===== src/rtl/serial_adder_sub.sv =====
// Multi-cycle adder/subtractor: BITS_PER_CYCLE bits per clock through a ripple chain of
// full-adder cells, with a start/busy/done handshake and registered sum, cout and ovf.
module serial_adder_sub #(
  parameter int unsigned WIDTH          = 8,
  parameter int unsigned BITS_PER_CYCLE = 1
) (
  input  logic             clk,
  input  logic             rst,
  input  logic             start,
  input  logic             sub,
  input  logic [WIDTH-1:0] a,
  input  logic [WIDTH-1:0] b,
  output logic             busy,
  output logic             done,
  output logic [WIDTH-1:0] sum,
  output logic             cout,
  output logic             ovf
);

  localparam int unsigned N    = WIDTH / BITS_PER_CYCLE;
  localparam int unsigned CntW = (N > 1) ? $clog2(N) : 1;
  localparam logic [CntW-1:0] LastCnt = CntW'(N - 1);

  if (WIDTH < 2) begin : g_bad_width
    $error("serial_adder_sub: WIDTH must be at least 2");
  end
  if ((BITS_PER_CYCLE == 0) || (WIDTH % BITS_PER_CYCLE != 0)) begin : g_bad_bpc
    $error("serial_adder_sub: BITS_PER_CYCLE must divide WIDTH exactly");
  end

  typedef enum logic [1:0] {
    StIdle,
    StRun,
    StDone
  } state_e;

  state_e               state_q, state_d;
  logic [WIDTH-1:0]     op_a_q, op_a_d;
  logic [WIDTH-1:0]     op_b_q, op_b_d;
  logic                 carry_q, carry_d;
  logic [CntW-1:0]      cnt_q, cnt_d;
  logic [WIDTH-1:0]     res_q, res_d;
  logic [WIDTH-1:0]     sum_q, sum_d;
  logic                 cout_q, cout_d;
  logic                 ovf_q, ovf_d;

  logic [BITS_PER_CYCLE-1:0] chunk_sum;
  logic                      chunk_cout;
  logic                      msb_cin;
  logic                      rip_c;

  // Ripple chain over the low chunk; msb_cin keeps the carry into the chunk's top cell,
  // which on the final chunk is the carry into the result MSB.
  always_comb begin
    rip_c     = carry_q;
    msb_cin   = carry_q;
    chunk_sum = '0;
    for (int i = 0; i < BITS_PER_CYCLE; i++) begin
      msb_cin      = rip_c;
      chunk_sum[i] = op_a_q[i] ^ op_b_q[i] ^ rip_c;
      rip_c        = (op_a_q[i] & op_b_q[i]) | (rip_c & (op_a_q[i] ^ op_b_q[i]));
    end
    chunk_cout = rip_c;
  end

  always_comb begin
    state_d = state_q;
    op_a_d  = op_a_q;
    op_b_d  = op_b_q;
    carry_d = carry_q;
    cnt_d   = cnt_q;
    res_d   = res_q;
    sum_d   = sum_q;
    cout_d  = cout_q;
    ovf_d   = ovf_q;
    unique case (state_q)
      StIdle, StDone: begin
        if (start) begin
          op_a_d  = a;
          op_b_d  = sub ? ~b : b;
          carry_d = sub;
          cnt_d   = '0;
          state_d = StRun;
        end else begin
          state_d = StIdle;
        end
      end
      StRun: begin
        op_a_d  = op_a_q >> BITS_PER_CYCLE;
        op_b_d  = op_b_q >> BITS_PER_CYCLE;
        // New chunk enters at the MSB end so the first chunk ends up in the LSBs.
        res_d   = WIDTH'({chunk_sum, res_q} >> BITS_PER_CYCLE);
        carry_d = chunk_cout;
        cnt_d   = cnt_q + CntW'(1);
        if (cnt_q == LastCnt) begin
          sum_d   = res_d;
          cout_d  = chunk_cout;
          ovf_d   = chunk_cout ^ msb_cin;
          state_d = StDone;
        end
      end
      default: state_d = StIdle;
    endcase
  end

  always_ff @(posedge clk or posedge rst) begin
    if (rst) begin
      state_q <= StIdle;
      op_a_q  <= '0;
      op_b_q  <= '0;
      carry_q <= 1'b0;
      cnt_q   <= '0;
      res_q   <= '0;
      sum_q   <= '0;
      cout_q  <= 1'b0;
      ovf_q   <= 1'b0;
    end else begin
      state_q <= state_d;
      op_a_q  <= op_a_d;
      op_b_q  <= op_b_d;
      carry_q <= carry_d;
      cnt_q   <= cnt_d;
      res_q   <= res_d;
      sum_q   <= sum_d;
      cout_q  <= cout_d;
      ovf_q   <= ovf_d;
    end
  end

  assign busy = (state_q == StRun);
  assign done = (state_q == StDone);
  assign sum  = sum_q;
  assign cout = cout_q;
  assign ovf  = ovf_q;

endmodule


===== config.mk =====
export PLATFORM = sky130hd
export DESIGN_NAME = serial_adder_sub
export DESIGN_NICKNAME = d
export VERILOG_FILES = /design/src/rtl/serial_adder_sub.sv
export SDC_FILE = /design/constraint.sdc
export NUM_CORES = 1
export LEC_CHECK = 0
export BUFFER_PORTS_ARGS = -buffer_cell sky130_fd_sc_hd__buf_2
export CAP_MARGIN = 30
export CELL_PAD_IN_SITES_DETAIL_PLACEMENT = 1
export CELL_PAD_IN_SITES_GLOBAL_PLACEMENT = 1
export CORE_ASPECT_RATIO = 1.4
export CORE_MARGIN = 2
export CORE_UTILIZATION = 39
export DETAILED_ROUTE_END_ITERATION = 8
export GPL_ROUTABILITY_DRIVEN = 0
export GPL_TIMING_DRIVEN = 0
export MAX_ROUTING_LAYER = met4
export PLACE_DENSITY_LB_ADDON = 0.1
export SLEW_MARGIN = 20
export SYNTH_ARGS = -nofsm -noshare
export SYNTH_HDL_FRONTEND = slang
export SYNTH_SLANG_ARGS = --single-unit

===== constraint.sdc =====
create_clock -name clk -period 1.55 [get_ports clk]
set_clock_uncertainty 0.2 [all_clocks]
set_input_delay 0.0775 -clock clk [delete_from_list [all_inputs] [get_ports clk]]
set_output_delay 0.0775 -clock clk [all_outputs]
set_load 0.05 [all_outputs]

Word-level counts from Yosys, hierarchy flattened
Index checks and enable logic that the tools add are counted.
- muxes and demuxes: 12
- shift-type cells: 0
- reductions and logical operators: 5
- bitwise logic cells: 7
- add/sub/neg operators: 1
- div/mod/pow operators: 0
- equal/unequal tests: 5
- $lt $le $gt $ge: 0
- $mul: 0
- operator list (kind ; number):
    $pmux W8 S2 ; 2
    $mux W8 ; 3
    $not A8 Y8 ; 1
    $pmux W3 S2 ; 1
    $pmux W2 S2 ; 1
    $reduce_and A2 Y1 ; 2
    $add A3 B1 Y3 const B ; 1
    $eq A3 B3 Y1 const B ; 1
    $mux W3 ; 1
    $xor A1 B1 Y1 ; 3
    $and A1 B1 Y1 ; 2
    $eq A2 B1 Y1 const B ; 1
    $eq A2 B2 Y1 const B ; 1
    $logic_not A2 Y1 ; 1
    $mux W1 ; 2
    $mux W2 ; 1
    $ne A2 B1 Y1 const B ; 1
    $ne A2 B2 Y1 const B ; 1
    $pmux W1 S2 ; 1
    $reduce_bool A2 Y1 ; 1
    $reduce_or A2 Y1 ; 1
    $or A1 B1 Y1 ; 1
- output and inout bits: 12
- word-level logic and storage cells: 39
- memory bits (writable): 0
- bits of input ports: 20
- register bits: 40
- memories: 0
- bits in latches: 0
- ROM bits: 0

Longest topological paths before layout
Gate-level depths: netlist of run 1.
- depth after elaboration: 4
- mapped depth: 6

Worst setup path after synthesis of run 1
OpenSTA, ideal clock, no wires.
- kind: reg-to-reg
- start: reg cnt_q[0]
- end: reg cout_q, in the netlist cout
- setup time: 125 ps
- slack: -173 ps
- cell stages (with the launch flop): 6
- data required time: 1225 ps
- clock period less this slack: 1723 ps
- arrival: 1398 ps
- path through: dfrtp_1 > ha_1 > ha_1 > nand3b_1 > buf_2 > mux2_2
- cells in the longest elaborated chain, start to end: 2
- ends and longest elaborated chain (item ; line ; text):
    start, declared ; 41 ; logic [CntW-1:0] cnt_q, cnt_d;
    start signal, assigned ; 122 ; cnt_q <= cnt_d;
    $eq A3 B3 Y1 ; 95 ; if (cnt_q == LastCnt) begin
    $reduce_and A2 Y1 (no source line) ; - ;
    end signal, assigned ; 125 ; cout_q <= cout_d;
    end, declared ; 44 ; logic cout_q, cout_d;
Every way passes these cells.
A chain may end at the register's enable or synchronous reset.

Worst setup path in the final report of run 1
- start: reg cnt_q[1]
- end: reg sum_q[0], in the netlist sum[0]
- cells in the longest elaborated chain, start to end: 2
- ends and longest elaborated chain (item ; line ; text):
    $eq A3 B3 Y1 ; 95 ;
    $reduce_and A2 Y1 (no source line) ; - ;
    end signal, assigned ; 124 ; sum_q <= sum_d;
    end, declared ; 43 ; logic [WIDTH-1:0] sum_q, sum_d;
Every way passes these cells.

==> results.json, run 1 <==
{
  "status": "complete, but fails checks",
  "violations": "setup timing",
  "seq_area_frac_synth": 0.5830,
  "drtIter0Drc": 26,
  "endpoint_kind": "flip-flop",
  "yosys_warnings": 0,
  "io_pins": 32,
  "syn_area_um2": 1674,
  "yosys.area_share.simple": 0.04111,
  "initial_core_util": 0.4016,
  "rows": 28,
  "arrival_ps": 1670,
  "synth.avg_cell_area_um2": 13.61,
  "die_w_um": 59.37,
  "syn_to_final_growth_pct": 36.92,
  "grt_pass1_vias": 1230,
  "worst_slew_pin_slew_ps": 330.3,
  "synth.distinct_cells": 21,
  "peakVddDrop_uv": 945.6,
  "slowest_stage": "dfrtp_1",
  "synthMuxAreaShare": 0.1143,
  "grtUsageTotal": 0.1731,
  "drive_gt1_frac": 0.4054,
  "postSynthCellCount": 123,
  "slowest_delay_ps": 390,
  "startpoint_type": "flip-flop",
  "powerDensity_nw_per_um2": 2170,
  "clkLatencyLatePin_ps": 290,
  "yosys.area_share.xor_xnor": 0.04709,
  "numClockSinks": 39,
  "hp-class": "in -> async",
  "p_switching_mw": 1.919,
  "p_seq_frac": 0.365,
  "clockBufferDepth": 2,
  "p_sw_frac": 0.3858,
  "grt_overflow_total": 0,
  "fillCellCount": 425,
  "clkPwrFrac": 0.132,
  "hold_violations": 0,
  "rsz0062_at_grt": "yes",
  "clock-root-buffer": "clkbuf_8",
  "grt_max_degree": 33,
  "power_mw": 4.974,
  "slew_violations": 0,
  "slew-limit-headroom": 0.7798,
  "first_pass_iters": 4,
  "wl_per_cell_um": 15.51,
  "leakage_nw": 1.155,
  "p_int_mw": 3.055,
  "vias": 1174,
  "setup_slack_ps": -146.0,
  "path_buf_inv": 1,
  "core-area_um2": 4169,
  "critPathKind": "reg -> reg",
  "routed_via_density": 5.104,
  "synth_fa_ha_area_frac": 0.02691,
  "grt_pass1_wl_mm": 6.037,
  "setup_viol": 10,
  "crit_path_cell_trace": "ha_2 -> ha_4 -> nand3b_1 -> buf_6 -> mux2_4",
  "h-tree-depth": 2,
  "drc_errors": 0,
  "setup-tns-final_ps": -1181,
  "routed_wl_mm": 3.567,
  "synth_top_family_by_area": "compound AO/OA/AOI/OAI gates",
  "crit_required_ps": 1530,
  "clkTransAtPathRegs_ps": 70,
  "num_antenna_cells": 0,
  "final_common_cell": "dfrtp_1",
  "antenna_left": 0,
  "ys_ff_latch": 39,
  "nets": 207,
  "fp.dieH_um": 81.52,
  "cts_tree": "built",
  "fmax_mhz": 589.6,
  "pwr-share-comb": 0.503,
  "synth_compound_area_frac": 0.1465,
  "cp_top_family": "flip-flops",
  "final_cell_mix": "dfrtp_1, buf_2, dlygate4sd3_1",
  "antenna_found_initial": 0,
  "cts_made_buffers": 5,
  "crit_fanout": 5,
  "drv_cap": 0,
  "syn_nets": 146,
  "finalCritPeriodShare": 1.094,
  "io_buffers": 30,
  "design.die.area_um2": 4840,
  "min_period_ps": 1696,
  "place_hpwl_mm": 2.455
}
power groups by stage:
stage               combinational, mW  clock [mW]  sequential [mW]
global route                     2.69       0.737             1.89
floorplan                        1.36           0             2.20
global placement                 2.16           0             1.80
detailed placement               2.26           0             1.84
finish                           2.50       0.656             1.82
CTS                              2.47       0.675             1.82
metal layers:
layer	vias up	GRT usage	share of wire
met5	-	-	0
li1	558	-	-
met4	0	0.04773	0.0095
met3	2	0.04252	0.026
met2	23	0.2912	0.55
met1	591	0.2041	0.41
cell usage after synthesis (all sizes together):
| master | number | area [um^2] |
|---|---|---|
| fa | 1 | 20.02 |
| dfrtp | 39 | 975.9 |
| a221o | 7 | 70.07 |
| nand2b | 1 | 6.260 |
| o21ai | 2 | 10.01 |
| xor2 | 1 | 8.760 |
| xnor2 | 8 | 70.07 |
| nor2 | 8 | 32.54 |
| buf | 7 | 50.05 |
| a21o | 8 | 60.06 |
| nand2 | 1 | 3.750 |
| nor2b | 3 | 18.77 |
| mux2 | 17 | 191.4 |
| clkbuf | 2 | 7.510 |
| inv | 3 | 11.26 |
| a22o | 12 | 105.1 |
| nand3b | 1 | 7.510 |
| ha | 2 | 25.02 |
per-stage QoR:
stage	cells	setup WS (ps)	instance area (um^2)	hold slack (ps)	util
2_1_floorplan	123	-63.40	1714	17.40	-
3_3_place_gp	198	-132.0	1921	112.1	0.4607
3_5_place_dp	199	-167.3	1941	-200.1	0.4655
4_1_cts	228	-146.1	2265	42.70	0.5432
5_1_grt	230	-197.2	2292	66.34	0.5498
6_report	230	-146.0	2292	38.03	0.5498
cell families (layout without fill, tap and decap cells):
group	after synthesis	in the layout
adder cells (fa/ha/maj)	3	3
buffers and inverters	12	74
AO/OA/AOI/OAI	29	29
flip-flops	39	39
XOR/XNOR	9	9
multiplexers	17	17
AND/OR/NAND/NOR	14	14
state kept, by name, indices dropped and copies added (netlist names):
signal and cells:
ovf 1, sum 8, cout 1, cnt_q 3, carry_q 1, op_b_q 8, res_q 7, state_q 2
op_a_q 8
layout make-up:
cell class / count / area [um^2] / share of cell area
Buffer: 8 / 77.57 / 0.03384
Tap cell: 45 / 56.30 / 0.02456
Timing Repair Buffer: 55 / 406.6 / 0.1774
Clock buffer: 7 / 76.32 / 0.03330
Sequential cell: 39 / 975.9 / 0.4258
Clock inverter: 1 / 5.005 / 0.002183
Inverter: 3 / 11.26 / 0.004913
Multi-Input combinational cell: 72 / 683.2 / 0.2980
final timing paths:
kind,from,to,slack (ps),cells after the start
worst min register to register,op_a_q[4]$_DFFE_PP0P_,op_a_q[4]$_DFFE_PP0P_,280,1
max in group asynchronous,rst,op_a_q[4]$_DFFE_PP0P_,690,4
min in group clk,start,state_q[0]$_DFFE_PP0P_,50,3
worst min-delay path,rst,sum[6]$_DFFE_PP0P_,40,3
worst max register to register,cnt_q[1]$_DFFE_PP0P_,sum[0]$_DFFE_PP0P_,-150,5
worst max-delay path,cnt_q[1]$_DFFE_PP0P_,sum[0]$_DFFE_PP0P_,-150,5
repair_timing:
item / in CTS / in global routing
hold buffers: 17 / 0
hold endpoints to repair: 55 / 0
endpoints found under the setup margin: 34 / 36
resized for setup: 12 / 6
gates cloned: 1 / 0
buffers inserted: 3 / 3
worst register-to-register path: cells and delay by family, from the launching register on:
| kind | cells | cell delay (ps) |
|---|---|---|
| fa+ha+maj | 2 | 350 |
| buf+inv | 1 | 170 |
| simple gates | 1 | 170 |
| mux | 1 | 310 |
| flops | 1 | 390 |
Note: power is estimated with default switching activity, not from simulation.
==> run 2, diff against run 1 <==
--- a/config.mk
+++ b/config.mk
@@ -14,7 +14,6 @@
 export CORE_UTILIZATION = 39
 export DETAILED_ROUTE_END_ITERATION = 8
 export GPL_ROUTABILITY_DRIVEN = 0
-export GPL_TIMING_DRIVEN = 0
 export MAX_ROUTING_LAYER = met4
 export PLACE_DENSITY_LB_ADDON = 0.1
 export SLEW_MARGIN = 20
==> results.json, run 2 (synthesis gave the netlist of run 1 again) <==
{
  "drive_gt1_frac": 0.4066,
  "worstHoldStart": "start",
  "hp-class": "in -> reg",
  "arrival_ps": 1620,
  "violations": "hold timing, setup timing",
  "slew-limit-headroom": 0.6643,
  "routed_via_density": 5.207,
  "nets": 204,
  "peakVddDrop_uv": 868.2,
  "place_hpwl_mm": 2.269,
  "antenna_found_initial": 0,
  "rr_worst_depth": 5,
  "drc_errors": 0,
  "rows": 28,
  "clockBufferDepth": 2,
  "multi_input_area_um2": 720.7,
  "vias": 1182,
  "slowest_delay_ps": 390,
  "grt_overflow_total": 0,
  "holdPathStages": 3,
  "dp_slack_ps": -202.0,
  "clkTransAtPathRegs_ps": 80,
  "setup_viol": 9,
  "slew_violations": 0,
  "slowest_stage": "dfrtp_1",
  "numClockSinks": 39,
  "min_period_ps": 1636,
  "grt_max_degree": 40,
  "antenna_left": 0,
  "design.die.area_um2": 4840,
  "reg2reg_slack_ps": -90,
  "syn_to_final_growth_pct": 40.28,
  "status": "complete, but fails checks",
  "endpoint_kind": "flip-flop",
  "fillCellCount": 431,
  "grt_pass1_wl_mm": 5.865,
  "crit_path_cell_trace": "ha_2 -> ha_4 -> nand3b_1 -> buf_12 -> mux2_4",
  "finish.utilization": 0.5633,
  "initial_core_util": 0.4016,
  "rr_startpoint": "cnt_q[1]$_DFFE_PP0P_",
  "wl_per_cell_um": 15.20,
  "final-seq-area_um2": 975.9,
  "holdWs_ps": -35.75,
  "io_buffers": 31,
  "drtIter0Drc": 59,
  "clkLatencyLatePin_ps": 290,
  "setup-tns-final_ps": -754.3,
  "leakage_nw": 1.191,
  "setup_slack_ps": -86.48,
  "grt_pass1_vias": 1254,
  "drv_cap": 0,
  "cts_tree": "built",
  "first_pass_iters": 4,
  "die_w_um": 59.37,
  "clock-root-buffer": "clkbuf_8",
  "crit_fanout": 12,
  "hold_violations": 1,
  "fmax_mhz": 611.1,
  "rr_endpoint": "sum[3]$_DFFE_PP0P_",
  "h-tree-depth": 2,
  "io_pins": 32,
  "cts_made_buffers": 5,
  "routed_wl_mm": 3.451,
  "core-area_um2": 4169,
  "hold-path-endpoint": "state_q[0]$_DFFE_PP0P_",
  "rsz0062_at_grt": "yes",
  "worst_slew_pin_slew_ps": 503.6,
  "final_common_cell": "dfrtp_1",
  "powerDensity_nw_per_um2": 2288,
  "startpoint_type": "flip-flop",
  "grtUsageTotal": 0.1674,
  "crit_required_ps": 1530,
  "num_antenna_cells": 0,
  "fp.dieH_um": 81.52,
  "final_cell_mix": "dfrtp_1, buf_2, dlygate4sd3_1",
  "critPathKind": "reg -> reg",
  "finalCritPeriodShare": 1.056
}
[run 2: routing by layer]
layer	up-vias	global-route usage	share of wire
met5	-	-	0
met4	0	0.06136	0.015
met1	595	0.2000	0.43
li1	552	-	-
met2	29	0.2703	0.51
met3	6	0.04252	0.042
[run 2: worst max path at each step]
stage / start / slack, ps / endpoint
finish: cnt_q[1]$_DFFE_PP0P_ / -90 / sum[3]$_DFFE_PP0P_
global route: cnt_q[1]$_DFFE_PP0P_ / -150 / sum[7]$_DFFE_PP0P_
detailed placement: state_q[0]$_DFFE_PP0P_ / -200 / cnt_q[0]$_DFFE_PP0P_
CTS: cnt_q[1]$_DFFE_PP0P_ / -100 / sum[3]$_DFFE_PP0P_
global placement: state_q[0]$_DFFE_PP0P_ / -170 / cnt_q[0]$_DFFE_PP0P_
floorplan: cnt_q[1]$_DFFE_PP0P_ / -60 / cout$_DFFE_PP0P_
[run 2: through the flow]
step	instances	hold WS (ps)	area, um^2	power (mW)
floorplan	123	17.40	1714	3.558
global placement	199	9.253	1942	3.963
detailed placement	199	28.29	1942	4.072
CTS	225	50.92	2296	5.270
global route	227	11.92	2349	5.716
finish	227	-35.75	2349	5.374
[run 2: critical path, delay by kind of cell (launching register included)]
family / cells / cell delay (ps)
mux: 1 / 300
buf+inv: 1 / 160
fa+ha+maj: 2 / 350
simple gates: 1 / 120
flops: 1 / 390
[run 2: timing repair]
action                                 CTS  global route
endpoints found under the hold margin   55             0
hold buffers                            17             0
buffers inserted                         0             1
pin swaps                                0             8
setup endpoints to repair               30            18
cloned                                   1             1
resized for setup                       11             7
[run 2: area by class of cell]
class	count	area share
multi-input combinational	73	0.3069
inverter	3	0.004795
clock inverter	2	0.02557
sequential	39	0.4156
timing repair buffer	59	0.1923
clock buffer	6	0.03090
tap	45	0.02397
[run 2: report_power, final]
| part | internal [mW] | switching (mW) | total [mW] | leakage [nW] |
|---|---|---|---|---|
| Sequential | 1.51 | 0.310 | 1.82 | 0.482 |
| Clock | 0.644 | 0.352 | 0.996 | 0.0654 |
| Combinational | 1.27 | 1.29 | 2.56 | 0.644 |
| Total | 3.42 | 1.95 | 5.37 | 1.19 |
==> run 3, diff against run 2 <==
--- a/config.mk
+++ b/config.mk
@@ -16,6 +16,7 @@
 export GPL_ROUTABILITY_DRIVEN = 0
 export MAX_ROUTING_LAYER = met4
 export PLACE_DENSITY_LB_ADDON = 0.1
+export REMOVE_ABC_BUFFERS = 1
 export SLEW_MARGIN = 20
 export SYNTH_ARGS = -nofsm -noshare
 export SYNTH_HDL_FRONTEND = slang
==> results.json, run 3 (synthesis gave the netlist of run 1 again) <==
{
  "status": "complete, but fails checks",
  "violations": "setup timing",
  "io_pins": 32,
  "placed_area_um2": 1898,
  "fin_area_um2": 2345,
  "slowest_stage": "dfrtp_1",
  "finalCritPeriodShare": 1.077,
  "slowest_delay_ps": 390,
  "grt_overflow_total": 0,
  "fp.dieH_um": 81.52,
  "crit_cells": 5,
  "drtIter0Drc": 41,
  "nets": 208,
  "grtUsageTotal": 0.1684,
  "antenna_found_initial": 0,
  "first_pass_iters": 4,
  "hp-class": "in -> reg",
  "cp_top_family": "flip-flops",
  "grt_pass1_wl_mm": 5.920,
  "powerDensity_nw_per_um2": 2218,
  "crit_path_cell_trace": "ha_2 -> ha_4 -> nand3b_1 -> buf_6 -> mux2_4",
  "peakVddDrop_uv": 800.5,
  "syn_to_final_growth_pct": 40.06,
  "numClockSinks": 39,
  "rr_worst_depth": 5,
  "clkTransAtPathRegs_ps": 80,
  "h-tree-depth": 2,
  "vias": 1207,
  "hold_violations": 0,
  "arrival_ps": 1650,
  "reg2reg_slack_ps": -120,
  "cts_tree": "built",
  "crit_fanout": 6,
  "setup_viol": 10,
  "drv_cap": 0,
  "num_antenna_cells": 0,
  "die_w_um": 59.37,
  "io_buffers": 31,
  "slew-limit-headroom": 0.6679,
  "rsz0062_at_grt": "yes",
  "clockBufferDepth": 2,
  "min_period_ps": 1669,
  "place_hpwl_mm": 2.230,
  "critPathKind": "reg -> reg",
  "wl_per_cell_um": 15.05,
  "dp_slack_ps": -196.2,
  "leakage_nw": 1.191,
  "crit_required_ps": 1530,
  "initial_core_util": 0.4016,
  "routed_wl_mm": 3.476,
  "startpoint_type": "flip-flop",
  "core-area_um2": 4169,
  "final_common_cell": "dfrtp_1",
  "worst_slew_pin_slew_ps": 498.2,
  "fmax_mhz": 599.1,
  "path_buf_inv": 1,
  "antenna_left": 0,
  "design.die.area_um2": 4840,
  "drc_errors": 0,
  "endpoint_kind": "flip-flop",
  "clock-root-buffer": "clkbuf_8",
  "rows": 28,
  "holdPathStages": 3,
  "final_cell_mix": "dfrtp_1, buf_2, dlygate4sd3_1",
  "setup_slack_ps": -119.1,
  "grt_pass1_vias": 1296,
  "clkLatencyLatePin_ps": 290,
  "cts_made_buffers": 5,
  "grt_max_degree": 40,
  "drive_gt1_frac": 0.4247,
  "slew_violations": 0,
  "routed_via_density": 5.225,
  "setup-tns-final_ps": -1010
}
## run 3: cell type report
cell class	instances	area [um^2]
clock buffers	6	82.58
well taps	45	56.30
repair buffers	64	480.5
inverters	3	11.26
flip-flops and latches	39	975.9
multi-input cells	72	703.2
clock inverters	2	35.03
fillers	411	1824
## run 3: path summary, 6_finish.rpt
path                                               end                   from
worst min register to register   op_a_q[1]$_DFFE_PP0P_  op_a_q[1]$_DFFE_PP0P_
worst max register to register      sum[0]$_DFFE_PP0P_   cnt_q[0]$_DFFE_PP0P_
worst max-delay path                sum[0]$_DFFE_PP0P_   cnt_q[0]$_DFFE_PP0P_
max in group asynchronous        op_b_q[3]$_DFFE_PP0P_                    rst
min in group asynchronous           sum[2]$_DFFE_PP0P_                    rst
worst min-delay path            state_q[0]$_DFFE_PP0P_                  start
## run 3: worst register-to-register path, cell delays in order (launching register included)
cell,delay (ps)
dfrtp_1,390
ha_2,210
ha_4,150
nand3b_1,140
buf_6,160
mux2_4,300
## run 3: per-stage QoR
step | utilization | hold WS [ps] | power, mW | cells
detailed placement | 0.4553 | 27.94 | 3.955 | 199
global route | 0.5624 | 45.61 | 5.564 | 231
global placement | 0.4553 | 10.41 | 3.846 | 199
CTS | 0.5468 | 77.42 | 5.112 | 226
finish | 0.5624 | 5.195 | 5.200 | 231
floorplan | - | 17.40 | 3.339 | 114
## run 3: power by group
group | internal, mW | total [mW] | switching, mW
sequential | 1.51 | 1.81 | 0.303
combinational | 1.26 | 2.52 | 1.26
clock | 0.521 | 0.867 | 0.347
total | 3.29 | 5.20 | 1.91
## run 3: per-layer routing
layer / track usage / part of all wire / up-vias
li1: - / - / 559
met2: 0.3000 / 0.55 / 27
met3: 0.03937 / 0.035 / 5
met1: 0.1778 / 0.40 / 616
met5: - / 0 / -
met4: 0.06136 / 0.014 / 0
## run 3: repair_timing
action / in CTS / in global routing
buffers inserted: 2 / 5
pin swaps: 1 / 2
endpoints found under the hold margin: 55 / 0
resized for setup: 20 / 7
hold buffers: 17 / 0
endpoints found under the setup margin: 37 / 26
